## src/rtl/mem_arbiter.sv

```systemverilog
// Two-requester memory port arbiter: fetch and load/store share one memory port.
// One access at a time. Ties alternate, and the first tie after reset goes to data.
module mem_arbiter #(
    parameter int ADDR_W   = 32,
    parameter int DATA_W   = 32,
    parameter int RESP_LAT = 1
) (
    input  logic              clk,
    input  logic              rst,
    input  logic              i_req,
    input  logic [ADDR_W-1:0] i_addr,
    output logic              i_ack,
    output logic              i_rvalid,
    output logic [DATA_W-1:0] i_rdata,
    input  logic              d_req,
    input  logic              d_we,
    input  logic [ADDR_W-1:0] d_addr,
    input  logic [DATA_W-1:0] d_wdata,
    output logic              d_ack,
    output logic              d_rvalid,
    output logic [DATA_W-1:0] d_rdata,
    output logic [31:0]       memop,
    output logic [31:0]       memaddress,
    output logic [31:0]       memoutdata,
    input  logic [31:0]       memindata
);

    typedef enum logic {IDLE = 1'b0, ACCESS = 1'b1} state_t;

    localparam logic       OWN_FETCH = 1'b0;
    localparam logic       OWN_DATA  = 1'b1;
    localparam logic [3:0] CNT_INIT  = 4'(RESP_LAT - 1);

    state_t            state_q;
    logic [3:0]        cnt_q;
    logic              owner_q;
    logic              last_grant_q;
    logic [31:0]       memop_q;
    logic [31:0]       memaddress_q;
    logic [31:0]       memoutdata_q;
    logic              i_rvalid_q;
    logic              d_rvalid_q;
    logic [DATA_W-1:0] i_rdata_q;
    logic [DATA_W-1:0] d_rdata_q;
    logic              fetch_win;
    logic              data_win;

    // Grant decision: only in IDLE; on a tie the requester not served last wins
    always_comb begin
        fetch_win = 1'b0;
        data_win  = 1'b0;
        if (state_q == IDLE) begin
            if (i_req && d_req) begin
                if (last_grant_q == OWN_FETCH) begin
                    data_win = 1'b1;
                end else begin
                    fetch_win = 1'b1;
                end
            end else begin
                fetch_win = i_req;
                data_win  = d_req;
            end
        end else begin
            fetch_win = 1'b0;
            data_win  = 1'b0;
        end
    end

    assign i_ack      = fetch_win;
    assign d_ack      = data_win;
    assign memop      = memop_q;
    assign memaddress = memaddress_q;
    assign memoutdata = memoutdata_q;
    assign i_rvalid   = i_rvalid_q;
    assign d_rvalid   = d_rvalid_q;
    assign i_rdata    = i_rdata_q;
    assign d_rdata    = d_rdata_q;

    // Arbiter FSM with registered memory-port and response outputs
    always_ff @(posedge clk) begin
        if (rst) begin
            state_q      <= IDLE;
            cnt_q        <= 4'd0;
            owner_q      <= OWN_FETCH;
            last_grant_q <= OWN_FETCH;
            memop_q      <= 32'd0;
            memaddress_q <= 32'd0;
            memoutdata_q <= 32'd0;
            i_rvalid_q   <= 1'b0;
            d_rvalid_q   <= 1'b0;
            i_rdata_q    <= {DATA_W{1'b0}};
            d_rdata_q    <= {DATA_W{1'b0}};
        end else begin
            i_rvalid_q <= 1'b0;
            d_rvalid_q <= 1'b0;
            case (state_q)
                IDLE: begin
                    if (fetch_win) begin
                        owner_q      <= OWN_FETCH;
                        last_grant_q <= OWN_FETCH;
                        memaddress_q <= 32'(i_addr);
                        memop_q      <= 32'd1;
                        cnt_q        <= CNT_INIT;
                        state_q      <= ACCESS;
                    end else if (data_win) begin
                        owner_q      <= OWN_DATA;
                        last_grant_q <= OWN_DATA;
                        memaddress_q <= 32'(d_addr);
                        memop_q      <= d_we ? 32'd2 : 32'd1;
                        if (d_we) begin
                            memoutdata_q <= 32'(d_wdata);
                        end
                        cnt_q        <= CNT_INIT;
                        state_q      <= ACCESS;
                    end
                end
                ACCESS: begin
                    if (cnt_q != 4'd0) begin
                        cnt_q <= cnt_q - 4'd1;
                    end else begin
                        // Final memop cycle: memindata is valid now
                        memop_q <= 32'd0;
                        state_q <= IDLE;
                        if (owner_q == OWN_DATA) begin
                            d_rvalid_q <= 1'b1;
                            d_rdata_q  <= (memop_q == 32'd2) ? {DATA_W{1'b0}}
                                                             : memindata[DATA_W-1:0];
                        end else begin
                            i_rvalid_q <= 1'b1;
                            i_rdata_q  <= memindata[DATA_W-1:0];
                        end
                    end
                end
                default: begin
                    state_q <= IDLE;
                    memop_q <= 32'd0;
                end
            endcase
        end
    end

endmodule

```

## config.mk

```make
export PLATFORM = sky130hd
export DESIGN_NAME = mem_arbiter
export DESIGN_NICKNAME = d
export VERILOG_FILES = /design/src/rtl/mem_arbiter.sv
export SDC_FILE = /design/constraint.sdc
export NUM_CORES = 1
export LEC_CHECK = 0
export CAP_MARGIN = 5
export CELL_PAD_IN_SITES_DETAIL_PLACEMENT = 1
export CELL_PAD_IN_SITES_GLOBAL_PLACEMENT = 1
export CORE_ASPECT_RATIO = 0.7
export CORE_MARGIN = 2
export CORE_UTILIZATION = 40
export CTS_CLUSTER_DIAMETER = 60
export CTS_CLUSTER_SIZE = 16
export DETAILED_ROUTE_END_ITERATION = 8
export DONT_BUFFER_PORTS = 1
export PLACE_DENSITY = 0.86
export SYNTH_ARGS = -nofsm -noshare
export SYNTH_HDL_FRONTEND = slang
export SYNTH_SLANG_ARGS = --single-unit
```

## constraint.sdc

```tcl
create_clock -name clk -period 1.52 [get_ports clk]
set_input_delay 0.228 -clock clk [delete_from_list [all_inputs] [get_ports clk]]
set_output_delay 0.228 -clock clk [all_outputs]
set_load 0.01 [all_outputs]
```

=== Yosys cells after proc, flatten, opt, wreduce, memory -nomap -nowiden ===
Index checks and enable logic that the tools add are counted.

* Bits in registers: 168
* Bits of input ports: 133
* Output and inout bits: 164

* Add/subtract/negate cells: 1
* Eq/ne operators: 4
* Multiplexer cells: 24
* Bitwise gates (word level): 4
* Reduce and logical (&&, ||, !) cells: 10

{| class="wikitable"
|+ Operators by type and width
! operator !! number
|-
| two-way mux 32 bit || 6
|-
| case mux 32 bit (2 select lines) || 1
|-
| == test 32 x 2 -> 1 bit, second input constant || 1
|-
| two-way mux 4 bit || 3
|-
| two-way mux 1 bit || 11
|-
| case mux 4 bit (2 select lines) || 1
|-
| AND reduction 2 bit || 3
|-
| AND reduction 3 bit || 2
|-
| NOT 1 bit || 4
|-
| AND reduction 4 bit || 1
|-
| nonzero test 4 bit || 1
|-
| subtractor 4 x 1 -> 4 bit, second input constant || 1
|-
| != test 3 bit, second input constant || 1
|-
| OR reduction 3 bit || 1
|-
| two-way mux 2 bit || 1
|-
| != test 2 x 1 -> 1 bit, second input constant || 1
|-
| != test 2 bit, second input constant || 1
|-
| case mux 1 bit (2 select lines) || 1
|-
| nonzero test 2 bit || 1
|-
| logical AND 1 bit || 1
|}

=== Depth between registers and ports, before layout ===
* Depth after elaboration: 6
* Mapped depth: 7
* Mapped depth without buffers: 5

=== Worst setup path after synthesis ===
No wires, ideal clock.

* Path type: register -> register
* From: reg cnt_q[0]
* To: reg i_rdata_q[10], in the netlist i_rdata[10]
* Data arrival time: 1.314 ns
* Data required time: 1.388 ns
* Setup slack: 0.074 ns
* Cell stages (with the launch flop): 8
* Buffers on the path: 2
* Clock period less this slack: 1.446 ns
* Cells stage by stage: dfxtp_1 > inv_1 > ha_1 > and4bb_2 > buf_2 > buf_2 > nand3_1 > a21oi_1

* Cells in the longest elaborated chain, start to end: 3

{| class="wikitable"
|+ Ends and longest elaborated chain
! item !! line !! RTL
|-
| start, declared || 35 || <nowiki>logic [3:0] cnt_q;</nowiki>
|-
| start signal, assigned || 119 || <nowiki>cnt_q <= cnt_q - 4'd1;</nowiki>
|-
| nonzero test 4 bit || 118 || <nowiki>if (cnt_q != 4'd0) begin</nowiki>
|-
| NOT 1 bit (no source line) || -- ||
|-
| AND reduction 3 bit (no source line) || -- ||
|-
| end signal, assigned || 91 || <nowiki>i_rdata_q <= {DATA_W{1'b0}};</nowiki>
|-
| end signal, assigned || 130 || <nowiki>i_rdata_q <= memindata[DATA_W-1:0];</nowiki>
|-
| end, declared || 43 || <nowiki>logic [DATA_W-1:0] i_rdata_q;</nowiki>
|}

No other way between the ends.
A chain may end at the register's enable or synchronous reset.

=== Final worst setup path ===
* From: reg state_q
* To: out d_ack

* Cells in the longest elaborated chain, start to end: 1

{| class="wikitable"
|+ Ends and longest elaborated chain
! item !! line !! RTL
|-
| start, declared || 34 || <nowiki>state_t state_q;</nowiki>
|-
| start signal, assigned || 82 || <nowiki>state_q <= IDLE;</nowiki>
|-
| start signal, assigned || 104 || <nowiki>state_q <= ACCESS;</nowiki>
|-
| start signal, assigned || 114 || <nowiki>state_q <= ACCESS;</nowiki>
|-
| two-way mux 1 bit || 52 || <nowiki>if (state_q == IDLE) begin</nowiki>
|-
| end, declared || 19 || <nowiki>output logic d_ack,</nowiki>
|}

No other way between the ends.

==> metrics <==
Layout Area Growth over Synthesis=17.0%; clock sinks=138; part of the cycle the worst path needs=98.4%; DRT Wirelength=about 22 mm; internal power=approximately 0.0074 W; share of post-route cells with drive strength above 1=between 10% and 20%; Clock Path Buffers=2; Pwr Density=1490 mW/mm^2; clock root buffer=clkbuf_16; Die ar.=around 0.017 mm^2; clock period minus final worst setup slack=approximately 1.5 ns; Skew-Pair Late Insertion Delay=0.42 ns; CP Capture Type=primary output; Least-Margin Pin Slew=0.588 ns; Synth top area share=44.4%; Worst path slowest cell=dfxtp_2; Ports=~300; critical path data arrival time=roughly 1.3 ns; CTS tree=built; Cell Area, Synth=0.00622 mm^2; combinational power share=between 20 and 25%; VDD IR max=between 700 and 800 uV; top post-synthesis cells by area=dfxtp_1, a21oi_1, o21ai_0; DR pass1 iterations=4; most common cell in the netlist=dfxtp_1; CP cell instances=buf_6 > nand2b_4 > buf_12 > nor2_4; CTS buffer count=17; initial core utilization=approximately two fifths; Die Height=108 um; register bit total from synthesis=around 140; Worst Path Buf+Inv=2; worst path required time=about 1.3 ns; iteration-0 DRC count of the detailed router=roughly 490; outcome=finished with violations; DRC violation count after routing=0; Final Setup Violations=0; Clk network pwr share=around 40%; RSZ-0062 raised after global routing=yes; setup_tns=0 ns; Vias/cell=6.32; Antenna Nets Post-Route=0; Pleak=about 2.3 nW; global-route wire length before repair=32.5 mm; Max FO, Critical Path=4; met3 GRT Util=approximately 8.5%; crit-path max cell delay=~0.33 ns; GRT Overall Usage=between 20% and 30%; switching pwr=roughly 0.0035 W; Max-slew headroom=between 60% and 70%; Nets=slightly above 800; Seq/Total Area, Yosys=between 40% and 50%; GR peak layer=met2; worst hold slack=-0.0996 ns; Die Width=153 um; Final Hold Fails=134; power share of the sequential group=roughly two fifths; Max Clock Freq=669 MHz; worst min-delay path class=input port to flop; Sw Share=roughly a third; delay-heaviest family, CP=flip-flops; Post-synth EDFFs=0; ys flop type=dfxtp_1; leading area contributor after synthesis=dfxtp_1; Crit Path Class=flop to primary output; Max Cap Viol=0; cells after synthesis=727; FP Rows=38; Max Slew Vio Count=0; WL/cell=23.8 um; initial antenna violation count=0; vias in the first global route=5735; GR Util met1=between 20 and 30%; placed cell area=about 0.0063 mm^2; vias=~5700; CORE AREA=approximately 0.015 mm^2; warnings from Yosys=0; Final Instance Area=roughly 0.0073 mm^2; Final GP Congestion=0.840; Startpoint Class=flop; Port Buffers=0; average size of a mapped cell=approximately 8.6 um^2; Worst-path clk slew=about 0.060 ns; Max H-tree Level=4; Async SR Flop Fraction=0%; clk_skew=0.0124 ns; largest net degree at the start of global routing=around 140; Inserted Diodes=0; total gr overflow=0; met2 Use GR=40.8%; synth cell count leaders=dfxtp_1, a21oi_1, o21ai_0; post-DP HPWL=approximately 13 mm; failing checks=hold timing; Synth cell types=34
==> worst register-to-register path, cell delays in order, from the launching register on <==
cell and delay, ns:
dfxtp_2 0.35, buf_6 0.12, nand2b_4 0.14, buf_6 0.16
buf_12 0.16, o21ai_0 0.12, a311oi_1 0.32
==> cells in the final DEF (no fill, tap or decap), types with 7 or more instances in the layout <==
master     instances
dfxtp_1          135
a21oi_1           95
o21ai_0           87
nand3_1           67
nand4_1           64
nor3_1            38
conb_1            30
a311oi_2          28
o31ai_1           25
buf_4             20
clkbuf_16         19
buf_12            13
o21ai_1           12
a21oi_2            7
==> logic make-up after synthesis <==
logic type / Yosys count / share of synthesized area (%)
adder cells (fa/ha/maj): 2 / 0.402
AO/OA/AOI/OAI: 269 / 27.8
AND/OR/NAND/NOR: 188 / 16.9
buffers and inverters: 129 / 10.4
other: 1 / 0.0603
flip-flops: 138 / 44.4
==> final timing paths <==
check             slack, ns                       start                          to  depth (start not counted)
setup / recovery       0.02          state_q$_SDFF_PP0_                       d_ack                          4
hold / removal         -0.1                         rst  memaddress[4]$_SDFFE_PP0P_                          1
setup reg to reg       0.05          state_q$_SDFF_PP0_  memaddress[1]$_SDFFE_PP0P_                          6
hold reg to reg        0.52  memoutdata[9]$_SDFFE_PP0P_  memoutdata[9]$_SDFFE_PP0P_                          2
==> flip-flops by register name (all words and copies together) (netlist names) <==
name / count
memaddress: 32
d_rdata: 32
last_grant_q: 1
i_rdata: 32
state_q: 1
i_rvalid: 1
memoutdata: 32
cnt_q: 4
d_rvalid: 1
memop: 2
==> stage by stage <==
stage               total power [W]  setup slack, ns  cells  hold WS [ns]  utilization [%]
finish                       0.0108           0.0247    905       -0.0996             47.4
floorplan                   0.00578           0.0737    756         0.378                -
CTS                          0.0108          0.00465    901        -0.145             46.4
global placement            0.00618           0.0534    860         0.308             41.2
detailed placement          0.00632          -0.0742    860         0.312             41.2
global route                 0.0113          -0.0254    905        -0.145             47.4
==> power groups by stage <==
| stage | Sequential (W) | Combinational, W | Clock (W) |
|---|---|---|---|
| floorplan | 0.00434 | 0.00144 | 0 |
| global placement | 0.00443 | 0.00174 | 0 |
| finish | 0.00438 | 0.00222 | 0.00423 |
| global route | 0.00442 | 0.00241 | 0.00447 |
| detailed placement | 0.00445 | 0.00187 | 0 |
| CTS | 0.00438 | 0.00214 | 0.00431 |
==> cell type report <==
class / instances / area, um^2
multi-input combinational: 489 / 3080
fill: 1714 / 8080
clock buffer: 18 / 439
sequential: 138 / 2770
timing repair buffer: 41 / 561
tap: 200 / 250
inverter: 5 / 18.8
clock inverter: 14 / 163
==> layer usage <==
metal  routed length (um)  part of all wire [%]  up-vias
li1                     -                     -     2596
met1                 8960                    42     2867
met4                  348                   1.6        0
met3                 1740                   8.1       25
met5                    0                     0        -
met2                10500                    49      234
==> what timing repair did <==
action | in CTS | in global routing
hold endpoints to repair | 138 | 138
resized for setup | 14 | 30
pin swaps | 4 | 11
endpoints found under the setup margin | 35 | 54
gates cloned | 3 | 2
buffers inserted | 6 | 3
Power figures use the tool's default switching activity.
